==> src/rtl/unidade_controle_exp6.sv <==
// Memory-game controller (Moore FSM).
// Sequences the datapath through 16 rounds of growing length. The game ends
// with a success, a wrong play, or a timeout. The state code is exported on
// db_estado for the debug displays.
module unidade_controle_exp6 (
  input  logic       clock,
  input  logic       reset,
  input  logic       iniciar,
  input  logic       fimE,
  input  logic       fimRod,
  input  logic       fimT,
  input  logic       igual,
  input  logic       enderecoIgualRodada,
  input  logic       jogada_feita,
  output logic       zeraE,
  output logic       contaE,
  output logic       zeraRod,
  output logic       contaRod,
  output logic       zeraT,
  output logic       contaT,
  output logic       zeraR,
  output logic       registraR,
  output logic       pronto,
  output logic       acertou,
  output logic       errou,
  output logic       timeout,
  output logic [3:0] db_estado
);

  typedef enum logic [3:0] {
    INICIAL        = 4'h0,
    PREPARACAO     = 4'h1,
    INICIO_RODADA  = 4'h2,
    ESPERA_JOGADA  = 4'h3,
    REGISTRA       = 4'h4,
    COMPARACAO     = 4'h5,
    PROXIMA_JOGADA = 4'h6,
    PROXIMA_RODADA = 4'h7,
    FIM_ACERTO     = 4'hA,
    FIM_TIMEOUT    = 4'hD,
    FIM_ERRO       = 4'hE
  } estado_t;

  estado_t estado;
  estado_t proximo;

  // fimE is kept on the port list for pin compatibility but does not steer
  // the sequence; round completion is detected via enderecoIgualRodada.
  logic unused_fim_e;
  assign unused_fim_e = fimE;

  // Next-state logic
  always_comb begin
    proximo = INICIAL;
    case (estado)
      INICIAL:        proximo = iniciar ? PREPARACAO : INICIAL;
      PREPARACAO:     proximo = INICIO_RODADA;
      INICIO_RODADA:  proximo = ESPERA_JOGADA;
      // A play arriving in the same cycle as the timer expiry takes priority.
      ESPERA_JOGADA: begin
        if (jogada_feita)  proximo = REGISTRA;
        else if (fimT)     proximo = FIM_TIMEOUT;
        else               proximo = ESPERA_JOGADA;
      end
      REGISTRA:       proximo = COMPARACAO;
      COMPARACAO: begin
        if (!igual)                    proximo = FIM_ERRO;
        else if (!enderecoIgualRodada) proximo = PROXIMA_JOGADA;
        else if (fimRod)               proximo = FIM_ACERTO;
        else                           proximo = PROXIMA_RODADA;
      end
      PROXIMA_JOGADA: proximo = ESPERA_JOGADA;
      PROXIMA_RODADA: proximo = INICIO_RODADA;
      FIM_ACERTO:     proximo = iniciar ? PREPARACAO : FIM_ACERTO;
      FIM_ERRO:       proximo = iniciar ? PREPARACAO : FIM_ERRO;
      FIM_TIMEOUT:    proximo = iniciar ? PREPARACAO : FIM_TIMEOUT;
      default:        proximo = INICIAL;
    endcase
  end

  // State register with outputs registered from the next-state decode, so
  // each output is a pure function of the state it accompanies.
  always_ff @(posedge clock or negedge reset) begin
    if (!reset) begin
      estado    <= INICIAL;
      zeraE     <= 1'b0;
      contaE    <= 1'b0;
      zeraRod   <= 1'b0;
      contaRod  <= 1'b0;
      zeraT     <= 1'b0;
      contaT    <= 1'b0;
      zeraR     <= 1'b0;
      registraR <= 1'b0;
      pronto    <= 1'b0;
      acertou   <= 1'b0;
      errou     <= 1'b0;
      timeout   <= 1'b0;
    end else begin
      estado    <= proximo;
      zeraE     <= (proximo == PREPARACAO) || (proximo == INICIO_RODADA);
      contaE    <= (proximo == PROXIMA_JOGADA);
      zeraRod   <= (proximo == PREPARACAO);
      contaRod  <= (proximo == PROXIMA_RODADA);
      zeraT     <= (proximo == PREPARACAO) || (proximo == INICIO_RODADA) ||
                   (proximo == REGISTRA);
      contaT    <= (proximo == ESPERA_JOGADA);
      zeraR     <= (proximo == PREPARACAO);
      registraR <= (proximo == REGISTRA);
      pronto    <= (proximo == FIM_ACERTO) || (proximo == FIM_ERRO) ||
                   (proximo == FIM_TIMEOUT);
      acertou   <= (proximo == FIM_ACERTO);
      errou     <= (proximo == FIM_ERRO);
      timeout   <= (proximo == FIM_TIMEOUT);
    end
  end

  assign db_estado = estado;

endmodule

==> config.mk <==
export PLATFORM = sky130hd
export DESIGN_NAME = unidade_controle_exp6
export DESIGN_NICKNAME = d
export VERILOG_FILES = /design/src/rtl/unidade_controle_exp6.sv
export SDC_FILE = /design/constraint.sdc
export NUM_CORES = 1
export LEC_CHECK = 0
export BUFFER_PORTS_ARGS = -buffer_cell sky130_fd_sc_hd__buf_2
export CAP_MARGIN = 20
export CORE_ASPECT_RATIO = 1.1
export CORE_MARGIN = 5
export CORE_UTILIZATION = 47
export DETAILED_ROUTE_END_ITERATION = 6
export GPL_ROUTABILITY_DRIVEN = 0
export PLACE_DENSITY = 0.75
export REMOVE_ABC_BUFFERS = 1
export SYNTH_ARGS = -nofsm -noshare
export SYNTH_HDL_FRONTEND = slang
export SYNTH_SLANG_ARGS = --single-unit
==> constraint.sdc <==
create_clock -name clock -period 1.9 [get_ports clock]
set_input_delay 0.19 -clock clock [delete_from_list [all_inputs] [get_ports clock]]
set_output_delay 0.19 -clock clock [all_outputs]
set_load 0.005 [all_outputs]
# ---- Word-level counts from Yosys, hierarchy flattened
# Cells that the tools add are included.
dict set report classes {
  eq_ne 19
  reduce_logical 7
  muxes 10
}
# cell n
set op_table {}
lappend op_table {{case mux 4 bit (9 select lines)} 1}
lappend op_table {{two-way mux 4 bit} 8}
lappend op_table {{== test 4 x 3 -> 1 bit (second input constant)} 7}
lappend op_table {{== test 4 bit (second input constant)} 6}
lappend op_table {{== test 4 x 2 -> 1 bit (second input constant)} 4}
lappend op_table {{== test 4 x 1 -> 1 bit (second input constant)} 2}
lappend op_table {{logical NOT 4 bit} 1}
lappend op_table {{logical OR 1 bit} 4}
lappend op_table {{OR reduction 2 bit} 2}
lappend op_table {{two-way mux 1 bit} 1}
dict set report totals {
  inputBits 9
  word_cells 48
  register_bits 15
  output_inout_bits 16
}

# ---- Longest topological paths before layout
dict set report logic_depth {
  word_depth 7
  depth_mapped 7
  mapped_depth_nobuf 6
}

# ---- Worst setup path before layout
# OpenSTA, ideal clock, no wires.
dict set report synth_timing {
  kind {register to register}
  start {register estado[0], in the netlist db_estado[0]}
  end {register zeraT}
  setup_time_ps 82
  slack_ps 261
  synth_period_minus_slack_ps 1639
  t_arrival_ps 1557
  stages_incl_launch_ff 8
  required_ps 1818
  n_path_buf 1
  cell_sequence {dfrtp_1 -> buf_6 -> xor2_1 -> a32oi_1 -> o31a_2 -> inv_2 -> or3_1 -> a31oi_1}
}
dict set report synth_between {
  elab_chain_len 6
  word_cells_on_any_way 19
  classes_between {13 x eq/ne; 1 x mux; 5 x reduce/logical}
}
# item line
set synth_lines {}
lappend synth_lines {{start: declaration} 44} ;# estado_t estado;
lappend synth_lines {{start signal: assignment} 99} ;# estado <= proximo;
lappend synth_lines {{== test 4 x 3 -> 1 bit, or another cell as far along} 55} ;# case (estado)
lappend synth_lines {{OR reduction 2 bit (no source line)} n/a}
lappend synth_lines {{case mux 4 bit (9 select lines) *} 55}
lappend synth_lines {{named net proximo[2]} 45} ;# estado_t proximo;
lappend synth_lines {{== test 4 x 1 -> 1 bit / == test 4 x 2 -> 1 bit (equally long branches)} 104} ;# zeraT <= (proximo == PREPARACAO) || (proximo == INICIO_RODADA) ||
lappend synth_lines {{logical OR 1 bit} 104}
lappend synth_lines {{logical OR 1 bit *} 104}
lappend synth_lines {{end signal: assignment} 104}
lappend synth_lines {{end: declaration} 19} ;# output logic zeraT,
# The timed path passes the listed nets; every way through them passes the cells marked *.

# ---- Final worst setup path
# Same ends and word-level chain as after synthesis.

==> flow_summary.yaml <==
route:
  avgRoutedWirePerCell_um: 13.6
  vias: 555
  postRouteAntennaNets: 0
  first_pass_iters: 4
  drt_wl_total_mm: 1.46
  vias_per_cell: 5.19
  drtIter0Drc: 12
  drc: 0
clock_tree:
  worstSkewPairLatency_ns: 0.27
  post-cts-setup-buffer-count: 0
  h-tree-depth: 1
  cts.sinks: 15
  cts_tree: "yes"
  numCtsBuffers: 3
  cts_buffer_depth: 2
  clk_pin_slew_ns: 0.08
  cts_root_buf: "clkbuf_4"
floorplanning:
  start_util_pct: 48.6
  fp-row-count: 15
  core_um2: 1540
  die_area_um2: 2490
  io_pins: 25
  die_h_um: 51.8
  die_w_um: 48.0
power_and_ir_drop:
  ir_worst_vdd_v: 0.000768
  p_leak_nw: 0.462
  power_density_nw_per_um2: 1580
logic_synthesis:
  synth_top_area_share_pct: 50.2
  syn_inst: 65
  seq_area_frac_synth_pct: 50.2
  yosys.area.top_type: "dfrtp_1"
  syn_avg_cell_area_um2: 11.5
  synth.distinct_cells: 29
  yosys-top-cells-area: "dfrtp_1 50%, nor3_4 4.3%, a32oi_4 3.7%, inv_1 3.5%, a221o_2 3.0%"
  ys_ff_latch: 15
  ys_warn_count: 0
  syn_area_um2: 748
min_path:
  hold_class: "in2reg"
  worstHoldStart: "enderecoIgualRodada"
cells_and_area:
  mostFrequentLayoutCells: "23 x buf_2, 12 x dfrtp_1, 7 x inv_1"
  drive_gt1_share_pct: 46.7
  n_antenna_cell: 0
  syn_to_final_growth_pct: 19.6
  final_nets: 100
  layout_commonest_cell: "buf_2"
grt:
  grt_max_degree: 16
  overflow: 0
  grtUsageTotal_pct: 13.7
  grt_pass1_wl_mm: 2.43
  grt_pass1_vias: 543
  antenna_found_initial: 0
setup_path:
  cp_cell_sequence: "xor2_1, a32oi_1, o31a_2, inv_2, or3_1, a31oi_1"
  slowest_stage: "dfrtp_2"
  cp-startpoint: "db_estado[0]"
  crit_fanout: 9
  start_kind: "register"
  end_kind: "register"
  timing.rr.start: "db_estado[0]"
  critical_path_arrival_ns: 2.00
  crit_type: "reg2reg"
  crit_required_ns: 2.09
  cpPeakStageDelay_ns: 0.49
placement:
  hpwlAfterDp_mm: 1.12
  port_buffers: 23
sta:
  period_minus_slack_ns: 1.81
  clock.fmax_mhz: 554
  finClkSkew_ns: 0.00179
  finalSetupViolations: 0
  period_share_pct: 95.0
  hold_slack_ns: 0.212
  hold_violations: 0
  setup_tns_ns: 0
  report.final.slew_viol_count: 0
  rsz0062_at_grt: "no"
  max_slew_margin_pct: 72.9
  tightestPinTransition_ns: 0.404
outcome:
  status: "complete, no violations"
flow_run:
  cap_violations: 0
final timing paths:
path                            depth (start not counted)  slack, ns            to
worst max-delay path                                    6       0.09         zeraT
worst min-delay path                                    3       0.21      contaRod
worst max register to register                          6       0.09         zeraT
worst min register to register                          1       0.61      contaRod
max in group asynchronous                               2       1.30  db_estado[0]
min in group asynchronous                               2       0.34        pronto
cells by family (layout without fill, tap and decap cells):
| group | count (synthesis) | count (layout) | synth area share, % |
|---|---|---|---|
| compound gates | 11 | 11 | 14.0 |
| simple gates | 25 | 25 | 24.4 |
| flops | 15 | 15 | 50.2 |
| xor+xnor | 2 | 2 | 2.34 |
| buf+inv | 12 | 37 | 9.03 |
flip-flops by register name (all words and copies together), names as in the netlist:
| register | cells |
|---|---|
| db_estado | 4 |
| acertou | 1 |
| contaE | 1 |
| contaRod | 1 |
| contaT | 1 |
| errou | 1 |
| pronto | 1 |
| registraR | 1 |
| timeout | 1 |
| zeraE | 1 |
| zeraR | 1 |
| zeraT | 1 |
final cells by class:
class	instances	area (um2)
multi-input cells	38	305
well taps	17	21.3
fillers	133	644
repair buffers	25	133
flip-flops and latches	15	379
inverters	8	30.0
clock buffers	4	26.3
routing by layer:
layer / up-vias / track usage [%] / wire length, um
met5: - / 0 / 0
met4: 0 / 5.38 / 4
met3: 2 / 1.04 / 60
met2: 12 / 23.8 / 825
met1: 264 / 16.9 / 565
li1: 277 / - / -
synthesized netlist by cell type:
| cell type | count |
|---|---|
| o31a_2 | 1 |
| nor2_1 | 2 |
| or2_2 | 1 |
| nand3_1 | 2 |
| a21oi_1 | 1 |
| nor3b_1 | 2 |
| xnor2_1 | 1 |
| or3_1 | 1 |
| nand2_1 | 4 |
| buf_4 | 2 |
| o21ai_0 | 2 |
| nand4_1 | 1 |
| buf_6 | 2 |
| a211oi_1 | 2 |
| inv_2 | 1 |
| nor3_4 | 2 |
| nand3b_4 | 1 |
| inv_1 | 7 |
| nor3_1 | 4 |
| a221o_2 | 2 |
| xor2_1 | 1 |
| a32oi_4 | 1 |
| nand3b_1 | 2 |
| dfrtp_1 | 15 |
| a32oi_1 | 1 |
| and3_2 | 1 |
| a31oi_1 | 1 |
| and2_2 | 1 |
| nor2b_4 | 1 |
critical path: cells and delay by family, from the launching register on:
kind	cells	cell delay (ns)
XOR/XNOR	1	0.18
AND/OR/NAND/NOR	1	0.34
AO/OA/AOI/OAI	3	0.65
buffers and inverters	1	0.07
flip-flops	1	0.49
repair_timing:
item,in CTS,in global routing
gates resized for setup,0,3
endpoints found under the setup margin,0,1
hold buffers,1,0
hold endpoints to repair,15,0
where the power goes:
part	total (mW)	switching, mW	internal, mW
Sequential	0.543	0.111	0.432
Combinational	0.693	0.358	0.335
Clock	0.174	0.0932	0.0813
Total	1.41	0.562	0.848
through the flow:
| step | total power [mW] | utilization (%) | std cells | instance area, um2 | setup slack, ns |
|---|---|---|---|---|---|
| global placement | 1.21 | 55.5 | 102 | 855 | 0.145 |
| detailed placement | 1.24 | 55.5 | 102 | 855 | 0.0775 |
| CTS | 1.42 | 57.9 | 107 | 891 | 0.0563 |
| floorplan | 0.992 | - | 61 | 711 | 0.264 |
| finish | 1.41 | 58.1 | 107 | 895 | 0.0949 |
| global route | 1.54 | 58.1 | 107 | 895 | 0.00387 |
(Power assumes the default switching activity.)
